**src/rtl/johnson_step_controller.sv**
```systemverilog
`default_nettype none
// ============================================================================
// Module      : johnson_step_controller
// Description : Command-driven sequencer for a WIDTH-bit Johnson counter
//               (2*WIDTH states). Accepts STOP / STEP-N / RUN / LOAD over a
//               valid/ready handshake and pulses done on command completion.
// Revision    : 1.0 - initial release
// ============================================================================
module johnson_step_controller #(
  parameter int WIDTH = 4,
  parameter int CNT_W = 8
) (
  input  logic             clk,
  input  logic             rst,        // asynchronous, active low
  input  logic             cmd_valid,
  output logic             cmd_ready,
  input  logic [1:0]       cmd_op,
  input  logic             cmd_dir,
  input  logic [CNT_W-1:0] cmd_n,
  input  logic             err_clr,
  output logic [WIDTH-1:0] out,
  output logic             busy,
  output logic             done,
  output logic             err
);

  localparam logic [1:0] OP_STOP = 2'b00;
  localparam logic [1:0] OP_STEP = 2'b01;
  localparam logic [1:0] OP_RUN  = 2'b10;
  localparam logic [1:0] OP_LOAD = 2'b11;

  localparam logic [CNT_W-1:0] CNT_ONE = CNT_W'(1);

  typedef enum logic [1:0] {
    S_IDLE = 2'd0,
    S_STEP = 2'd1,
    S_RUN  = 2'd2
  } state_t;

  state_t           state_q;
  logic [WIDTH-1:0] out_q;
  logic             dir_q;
  logic [CNT_W-1:0] rem_q;
  logic             busy_q;
  logic             done_q;
  logic             err_q;

  logic [WIDTH-1:0] adv_d;
  logic [WIDTH-1:0] load_val_d;
  logic             load_ok_d;
  logic             accept_d;

  // A Johnson code has at most one boundary between its run of ones and its
  // run of zeros; any second adjacent-bit change makes it unreachable.
  function automatic logic is_legal(input logic [WIDTH-1:0] v);
    int changes;
    changes = 0;
    for (int i = 0; i < WIDTH - 1; i++) begin
      if (v[i] != v[i+1]) changes++;
    end
    return (changes <= 1);
  endfunction

  // Commands are only refused while a STEP burst is executing.
  assign cmd_ready = (state_q != S_STEP);
  assign accept_d  = cmd_valid && cmd_ready;

  // Next Johnson code in the latched direction and the LOAD target check.
  always_comb begin
    adv_d      = dir_q ? {~out_q[0], out_q[WIDTH-1:1]}
                       : {out_q[WIDTH-2:0], ~out_q[WIDTH-1]};
    load_val_d = cmd_n[WIDTH-1:0];
    load_ok_d  = is_legal(load_val_d);
  end

  // Sequencer: state, counter register, latched command fields and flags.
  always_ff @(posedge clk or negedge rst) begin
    if (!rst) begin
      state_q <= S_IDLE;
      out_q   <= '0;
      dir_q   <= 1'b0;
      rem_q   <= '0;
      busy_q  <= 1'b0;
      done_q  <= 1'b0;
      err_q   <= 1'b0;
    end else begin
      done_q <= 1'b0;
      // Clear first so that a same-edge illegal LOAD below takes priority.
      if (err_clr) err_q <= 1'b0;

      unique case (state_q)
        S_STEP: begin
          out_q <= adv_d;
          rem_q <= rem_q - CNT_ONE;
          if (rem_q == CNT_ONE) begin
            state_q <= S_IDLE;
            busy_q  <= 1'b0;
            done_q  <= 1'b1;
          end
        end

        S_IDLE, S_RUN: begin
          if (accept_d) begin
            // The acceptance edge never advances the counter.
            unique case (cmd_op)
              OP_STOP: begin
                if (state_q == S_RUN) begin
                  state_q <= S_IDLE;
                  busy_q  <= 1'b0;
                  done_q  <= 1'b1;
                end
              end
              OP_STEP: begin
                if (cmd_n == '0) begin
                  // Zero-length step completes immediately without moving.
                  state_q <= S_IDLE;
                  busy_q  <= 1'b0;
                  done_q  <= 1'b1;
                end else begin
                  rem_q   <= cmd_n;
                  dir_q   <= cmd_dir;
                  state_q <= S_STEP;
                  busy_q  <= 1'b1;
                end
              end
              OP_RUN: begin
                dir_q   <= cmd_dir;
                state_q <= S_RUN;
                busy_q  <= 1'b1;
              end
              OP_LOAD: begin
                if (load_ok_d) begin
                  out_q <= load_val_d;
                end else begin
                  out_q <= '0;
                  err_q <= 1'b1;
                end
                state_q <= S_IDLE;
                busy_q  <= 1'b0;
                done_q  <= 1'b1;
              end
              default: ;
            endcase
          end else if (state_q == S_RUN) begin
            out_q <= adv_d;
          end
        end

        default: begin
          state_q <= S_IDLE;
          busy_q  <= 1'b0;
        end
      endcase
    end
  end

  assign out  = out_q;
  assign busy = busy_q;
  assign done = done_q;
  assign err  = err_q;

endmodule
`default_nettype wire

```
**config.mk**
```make
export PLATFORM = sky130hd
export DESIGN_NAME = johnson_step_controller
export DESIGN_NICKNAME = d
export VERILOG_FILES = /design/src/rtl/johnson_step_controller.sv
export SDC_FILE = /design/constraint.sdc
export NUM_CORES = 1
export LEC_CHECK = 0
export ABC_AREA = 0
export BUFFER_PORTS_ARGS = -buffer_cell sky130_fd_sc_hd__buf_2
export CAP_MARGIN = 20
export CORE_ASPECT_RATIO = 0.7
export CORE_MARGIN = 1.5
export CORE_UTILIZATION = 47
export DETAILED_ROUTE_END_ITERATION = 10
export GPL_TIMING_DRIVEN = 0
export HOLD_SLACK_MARGIN = 0.1
export PLACE_DENSITY_LB_ADDON = 0.15
export SLEW_MARGIN = 20
export SYNTH_ARGS = -nofsm -noshare
export SYNTH_HDL_FRONTEND = slang
export SYNTH_SLANG_ARGS = --single-unit
```
**constraint.sdc**
```tcl
create_clock -name clk -period 3.8 [get_ports clk]
set_input_delay 0.19 -clock clk [delete_from_list [all_inputs] [get_ports clk]]
set_output_delay 0.19 -clock clk [all_outputs]
set_load 0.01 [all_outputs]
```
==> results of run 1 <==
-- state kept, by name (all words and copies together) (netlist names) --
signal / flops
rem_q: 8
out: 4
err: 1
busy: 1
done: 1
dir_q: 1
state_q: 2
-- layer usage --
metal | vias to the layer above | part of all wire (%)
met5 | - | 0
met3 | 4 | 8.2
met1 | 542 | 48
li1 | 559 | -
met4 | 0 | 0.63
met2 | 56 | 43
-- final timing paths --
path | from | end | slack, ns | depth (start not counted)
max | rem_q[0] | rem_q[4] | 2.00 | 6
min | err_clr | err | 0.10 | 2
max reg2reg | rem_q[0] | rem_q[4] | 2.00 | 6
min reg2reg | busy | busy | 0.52 | 2
max in group asynchronous | rst | out[2] | 3.09 | 2
min in group asynchronous | rst | rem_q[6] | 0.40 | 2
-- kinds of logic (layout without fill, tap and decap cells) --
| group | Yosys count | after routing | share of synthesized area [%] |
|---|---|---|---|
| AOI/OAI and AO/OA | 38 | 38 | 20.0 |
| xor gates and xnor gates | 1 | 1 | 0.673 |
| adders and majority gates | 10 | 10 | 9.61 |
| buffers and inverters | 20 | 47 | 6.53 |
| DFF | 18 | 18 | 34.6 |
| muxes | 9 | 9 | 7.49 |
| and+or+nand+nor | 45 | 45 | 21.1 |
-- through the flow --
stage / worst slack (ns) / instance area (um2) / power, uW / hold slack [ns] / std cells
floorplan: 2.22 / 1300 / 663 / -0.106 / 141
global placement: 1.95 / 1460 / 773 / 0.152 / 197
detailed placement: 1.94 / 1460 / 790 / 0.155 / 197
CTS: 2.03 / 1520 / 954 / 0.105 / 202
global route: 1.84 / 1520 / 1030 / 0.104 / 202
finish: 2.00 / 1520 / 957 / 0.101 / 202
-- Yosys cell counts (3+ instances only) --
| library cell | instances |
|---|---|
| o221a_1 | 3 |
| mux2i_1 | 6 |
| dfrtp_1 | 18 |
| nor2b_1 | 4 |
| nand2b_1 | 5 |
| inv_1 | 15 |
| a31oi_1 | 6 |
| nand2_1 | 7 |
| nor3_1 | 4 |
| ha_1 | 10 |
| nor2_1 | 12 |
| o221a_2 | 3 |
| a21oi_1 | 13 |
| o21ai_0 | 5 |
-- power by group through the flow --
stage	logic (uW)	registers, uW	clock network, uW
after floorplan	306	357	0
after global routing	473	381	172
after detailed placement	422	369	0
after CTS	425	366	164
after global placement	408	364	0
final	425	370	161
-- what timing repair did --
action                    in CTS  in global routing
hold endpoints to repair      18                  0
gates resized for setup        0                  0
hold buffers                   1                  0
-- area by class of cell --
| cell class | instances | area [um2] | share of cell area (%) |
|---|---|---|---|
| Tap cell | 34 | 42.5 | 2.80 |
| Timing Repair Buffer | 23 | 120 | 7.90 |
| Multi-Input combinational cell | 103 | 767 | 50.5 |
| Inverter | 15 | 56.3 | 3.70 |
| Sequential cell | 18 | 450 | 29.6 |
| Clock buffer | 4 | 55.1 | 3.62 |
| Buffer | 5 | 28.8 | 1.89 |
-- worst register-to-register path, stage by stage, from the launching register on --
cell	delay [ns]
dfrtp_1	0.45
inv_1	0.12
ha_1	0.25
nor4b_1	0.38
nor2_1	0.07
a311o_1	0.32
o221a_2	0.12
==> flow_metrics.env, run 1 <==
export IMPL_drv_cap=0
export IMPL_synthCells=141
export IMPL_worstSkewPairLatency_ns=0.26
export IMPL_syn_area_per_cell_um2=9.24
export IMPL_fin_skew_ns=0.00457
export IMPL_power_frac_seq_pct=38.7
export IMPL_drtIter0Drc=61
export IMPL_slew_viol_final=0
export IMPL_grt_setup_unrepaired="no"
export IMPL_end_kind="flip-flop"
export IMPL_setup_viol=0
export IMPL_crit_slowest_cell="dfrtp_1"
export IMPL_boundaryPins=23
export IMPL_critical_path_class="reg -> reg"
export IMPL_port_buffers=22
export IMPL_grt_use_total_pct=21.2
export IMPL_min_period_over_period_pct=47.5
export IMPL_yosysTopAreaCellShare_pct=34.6
export IMPL_critPathArrivalTime_ns=1.96
export IMPL_drcViolationCount=0
export IMPL_pwr_share_clk_pct=16.9
export IMPL_ys_types=40
export IMPL_synth_cell_area_um2=1300
export IMPL_clk_path_buf_depth=2
export IMPL_clkTransAtPathRegs_ns=0.07
export IMPL_use_met2_pct=32.1
export IMPL_overflow=0
export IMPL_tightestPinTransition_ns=0.597
export IMPL_netSwitchingFraction_pct=40.7
export IMPL_final_common_cell="buf_2"
export IMPL_synthFlopType="dfrtp_1"
export IMPL_vias=1161
export IMPL_finalCriticalPeriod_ns=1.80
export IMPL_core_area_um2=2550
export IMPL_final_cell_mix="buf_2, dfrtp_1, inv_1"
export IMPL_critPathMaxFanout=7
export IMPL_grt_pass1_vias=1002
export IMPL_clkSinkCount=18
export IMPL_die_x_um=65.9
export IMPL_powerDensity_nw_per_um2=629
export IMPL_p_int_uw=567
export IMPL_ir_worst_vdd_mv=0.374
export IMPL_critPathMaxStageDelay_ns=0.45
export IMPL_grt_max_degree=19
export IMPL_num_antenna_cells=0
export IMPL_post_drt_via_cell_ratio=5.75
export IMPL_htreeDepth=1
export IMPL_pwr_share_comb_pct=44.5
export IMPL_async_reset_ff_share_pct=100
export IMPL_fmax_ghz=0.554
export IMPL_p_leak_uw=0.000728
export IMPL_cts_buffers=3
export IMPL_die_h_um=47.0
export IMPL_required_ns=3.95
export IMPL_gp_congestion=0.852
export IMPL_synth_edf_count=0
export IMPL_grt_first_pass_wirelength_um=4710
export IMPL_nets=194
export IMPL_area_growth_syn_to_layout_pct=16.7
export IMPL_yosys_warnings=0
export IMPL_wire_per_inst_um=14.9
export IMPL_met3_usage_pct=6.71
export IMPL_status="complete, no violations"
export IMPL_antenna_found_initial=0
export IMPL_seq_area_frac_synth_pct=34.6
export IMPL_relSlewSlack_pct=59.1
export IMPL_ant_nets=0
export IMPL_finalHoldViolations=0
export IMPL_synth_seq_cells=18
export IMPL_synth_area_leaders="dfrtp_1, ha_1, a21oi_1, mux2i_1, inv_1"
export IMPL_fp_row_count=15
export IMPL_path_cells="inv_1 -> ha_1 -> nor4b_1 -> nor2_1 -> a311o_1 -> o221a_2"
export IMPL_fin_setup_tns_ns=0
export IMPL_cp_start_kind="flip-flop"
export IMPL_synthesis_nets=166
export IMPL_start_util_pct=51.0
export IMPL_grt_busiest_layer="met2"
export IMPL_die_area_um2=3100
export IMPL_utilization_pct=59.6
export IMPL_nFillCells=235
export IMPL_final_layout_size_suffix_gt1_share_pct=24.4
export IMPL_routed_wl_um=3000
export IMPL_critPathBufInv=1
export IMPL_dr_pass1_iters=4
export IMPL_switching_power_uw=390
export IMPL_postCtsSetupRepairBufs=0
export IMPL_cts_tree="done"
export IMPL_place_hpwl_um=2280
export IMPL_grt_met1_usage_pct=30.8
export IMPL_cts_root_buf="clkbuf_8"
export IMPL_min_path_type="in -> reg"
export IMPL_path_delay_family="flip-flops"
export IMPL_yosysTopAreaCell="dfrtp_1"
(Power assumes the default switching activity.)
==> run 2, diff against run 1 <==
==> constraint.sdc (replaced) <==
create_clock -name clk -period 1.6 [get_ports clk]
set_input_delay 0.08 -clock clk [delete_from_list [all_inputs] [get_ports clk]]
set_output_delay 0.08 -clock clk [all_outputs]
set_load 0.01 [all_outputs]
==> flow_metrics.env, run 2 (synthesis gave the netlist of run 1 again) <==
export IMPL_postCtsSetupRepairBufs=0
export IMPL_largest_register="rem_q"
export IMPL_min_path_type="in -> reg"
export IMPL_ant_nets=0
export IMPL_clk_path_buf_depth=2
export IMPL_required_ns=1.75
export IMPL_clkSinkCount=18
export IMPL_die_area_um2=3100
export IMPL_grt_max_degree=19
export IMPL_status="complete, no violations"
export IMPL_die_h_um=47.0
export IMPL_largest_reg_flops=8
export IMPL_powerDensity_nw_per_um2=1490
export IMPL_routed_wl_um=3020
export IMPL_worstSkewPairLatency_ns=0.26
export IMPL_wire_per_inst_um=14.8
export IMPL_grt_use_total_pct=21.9
export IMPL_start_util_pct=51.0
export IMPL_grt_first_pass_wirelength_um=4880
export IMPL_final_common_cell="buf_2"
export IMPL_final_cell_mix="buf_2, dfrtp_1, inv_1"
export IMPL_pwr_share_comb_pct=45.7
export IMPL_htreeDepth=1
export IMPL_clkTransAtPathRegs_ns=0.07
export IMPL_ff_latch_area_um2=452
export IMPL_switching_power_uw=962
export IMPL_antenna_found_initial=0
export IMPL_port_buffers=22
export IMPL_power_frac_seq_pct=38.0
export IMPL_grt_setup_unrepaired="yes"
export IMPL_critPathMaxFanout=7
export IMPL_finalPower_uw=2360
export IMPL_fp_row_count=15
export IMPL_fin_setup_tns_ns=0
export IMPL_overflow=0
export IMPL_relSlewSlack_pct=71.3
export IMPL_placed_area_um2=1460
export IMPL_final_cell_area_um2=1590
export IMPL_boundaryPins=23
export IMPL_fin_skew_ns=0.00431
export IMPL_drcViolationCount=0
export IMPL_p_leak_uw=0.000739
export IMPL_core_area_um2=2550
export IMPL_setup_viol=0
export IMPL_nets=196
export IMPL_dr_pass1_iters=4
export IMPL_tightestPinTransition_ns=0.431
export IMPL_fmax_ghz=0.655
export IMPL_critical_path_class="reg -> reg"
export IMPL_finalHoldViolations=0
export IMPL_ir_worst_vdd_mv=0.864
export IMPL_slew_viol_final=0
export IMPL_critPathArrivalTime_ns=1.68
export IMPL_nFillCells=229
export IMPL_vias=1147
export IMPL_p_int_uw=1400
export IMPL_drv_cap=0
export IMPL_post_drt_via_cell_ratio=5.62
export IMPL_end_kind="flip-flop"
export IMPL_cts_root_buf="clkbuf_8"
export IMPL_num_antenna_cells=0
export IMPL_grt_pass1_vias=1032
export IMPL_place_hpwl_um=2280
export IMPL_area_growth_syn_to_layout_pct=21.8
export IMPL_netSwitchingFraction_pct=40.8
export IMPL_gp_congestion=0.852
export IMPL_die_x_um=65.9
export IMPL_cp_start_kind="flip-flop"
export IMPL_min_period_over_period_pct=95.4
export IMPL_pwr_share_clk_pct=16.2
export IMPL_final_layout_size_suffix_gt1_share_pct=28.2
export IMPL_drtIter0Drc=56
export IMPL_multiInputGateArea_um2=811
export IMPL_cts_buffers=3
export IMPL_finalCriticalPeriod_ns=1.53
export IMPL_cts_tree="done"
## run 2: final timing paths
path | end | start | cells past startpoint | slack (ns)
max | rem_q[4] | rem_q[0] | 6 | 0.07
min | rem_q[6] | cmd_n[6] | 2 | 0.12
max reg2reg | rem_q[4] | rem_q[0] | 6 | 0.07
min reg2reg | busy | busy | 2 | 0.52
max in group asynchronous | rem_q[0] | rst | 2 | 0.98
min in group asynchronous | rem_q[6] | rst | 2 | 0.28
## run 2: per-stage QoR
stage	utilization [%]	setup slack (ns)	hold slack [ns]	std cells
2_1_floorplan	-	0.0167	-0.216	141
3_3_place_gp	57.0	-0.143	0.0419	197
3_5_place_dp	57.0	-0.173	0.0448	197
4_1_cts	61.2	0.00115	0.121	204
5_1_grt	62.2	-0.0322	0.118	204
6_report	62.2	0.0741	0.120	204
## run 2: power groups by stage
stage | Sequential, uW | Clock (uW) | Combinational [uW]
floorplan | 848 | 0 | 726
global placement | 865 | 0 | 970
detailed placement | 875 | 0 | 1000
CTS | 887 | 389 | 1040
global route | 926 | 409 | 1200
finish | 897 | 383 | 1080
## run 2: timing repair
item	in CTS	in global routing
hold endpoints to repair	20	0
gates resized for setup	5	6
cloned	0	0
hold buffers	3	0
setup endpoints to repair	6	7
## run 2: routing by layer
layer | wire length [um] | GRT usage, % | vias up
li1 | - | - | 563
met1 | 1480 | 31.7 | 549
met2 | 1330 | 33.7 | 33
met3 | 193 | 6.71 | 2
met4 | 14 | 2.50 | 0
met5 | 0 | 0 | -
## run 2: worst max-delay path, cell delays in order (launching register included)
cell and delay (ns):
dfrtp_2 0.46, inv_2 0.10, ha_4 0.16, nor4b_4 0.21, nor2_1 0.06, a311o_1 0.31
o221a_2 0.12
## run 2: area by class of cell
| cell class | count | share of cell area (%) |
|---|---|---|
| plain buffers | 5 | 1.89 |
| clock buffers | 4 | 3.47 |
| inverters | 15 | 3.55 |
| multi-input cells | 103 | 51.1 |
| flip-flops and latches | 18 | 28.5 |
| well taps | 34 | 2.68 |
| repair buffers | 25 | 8.83 |
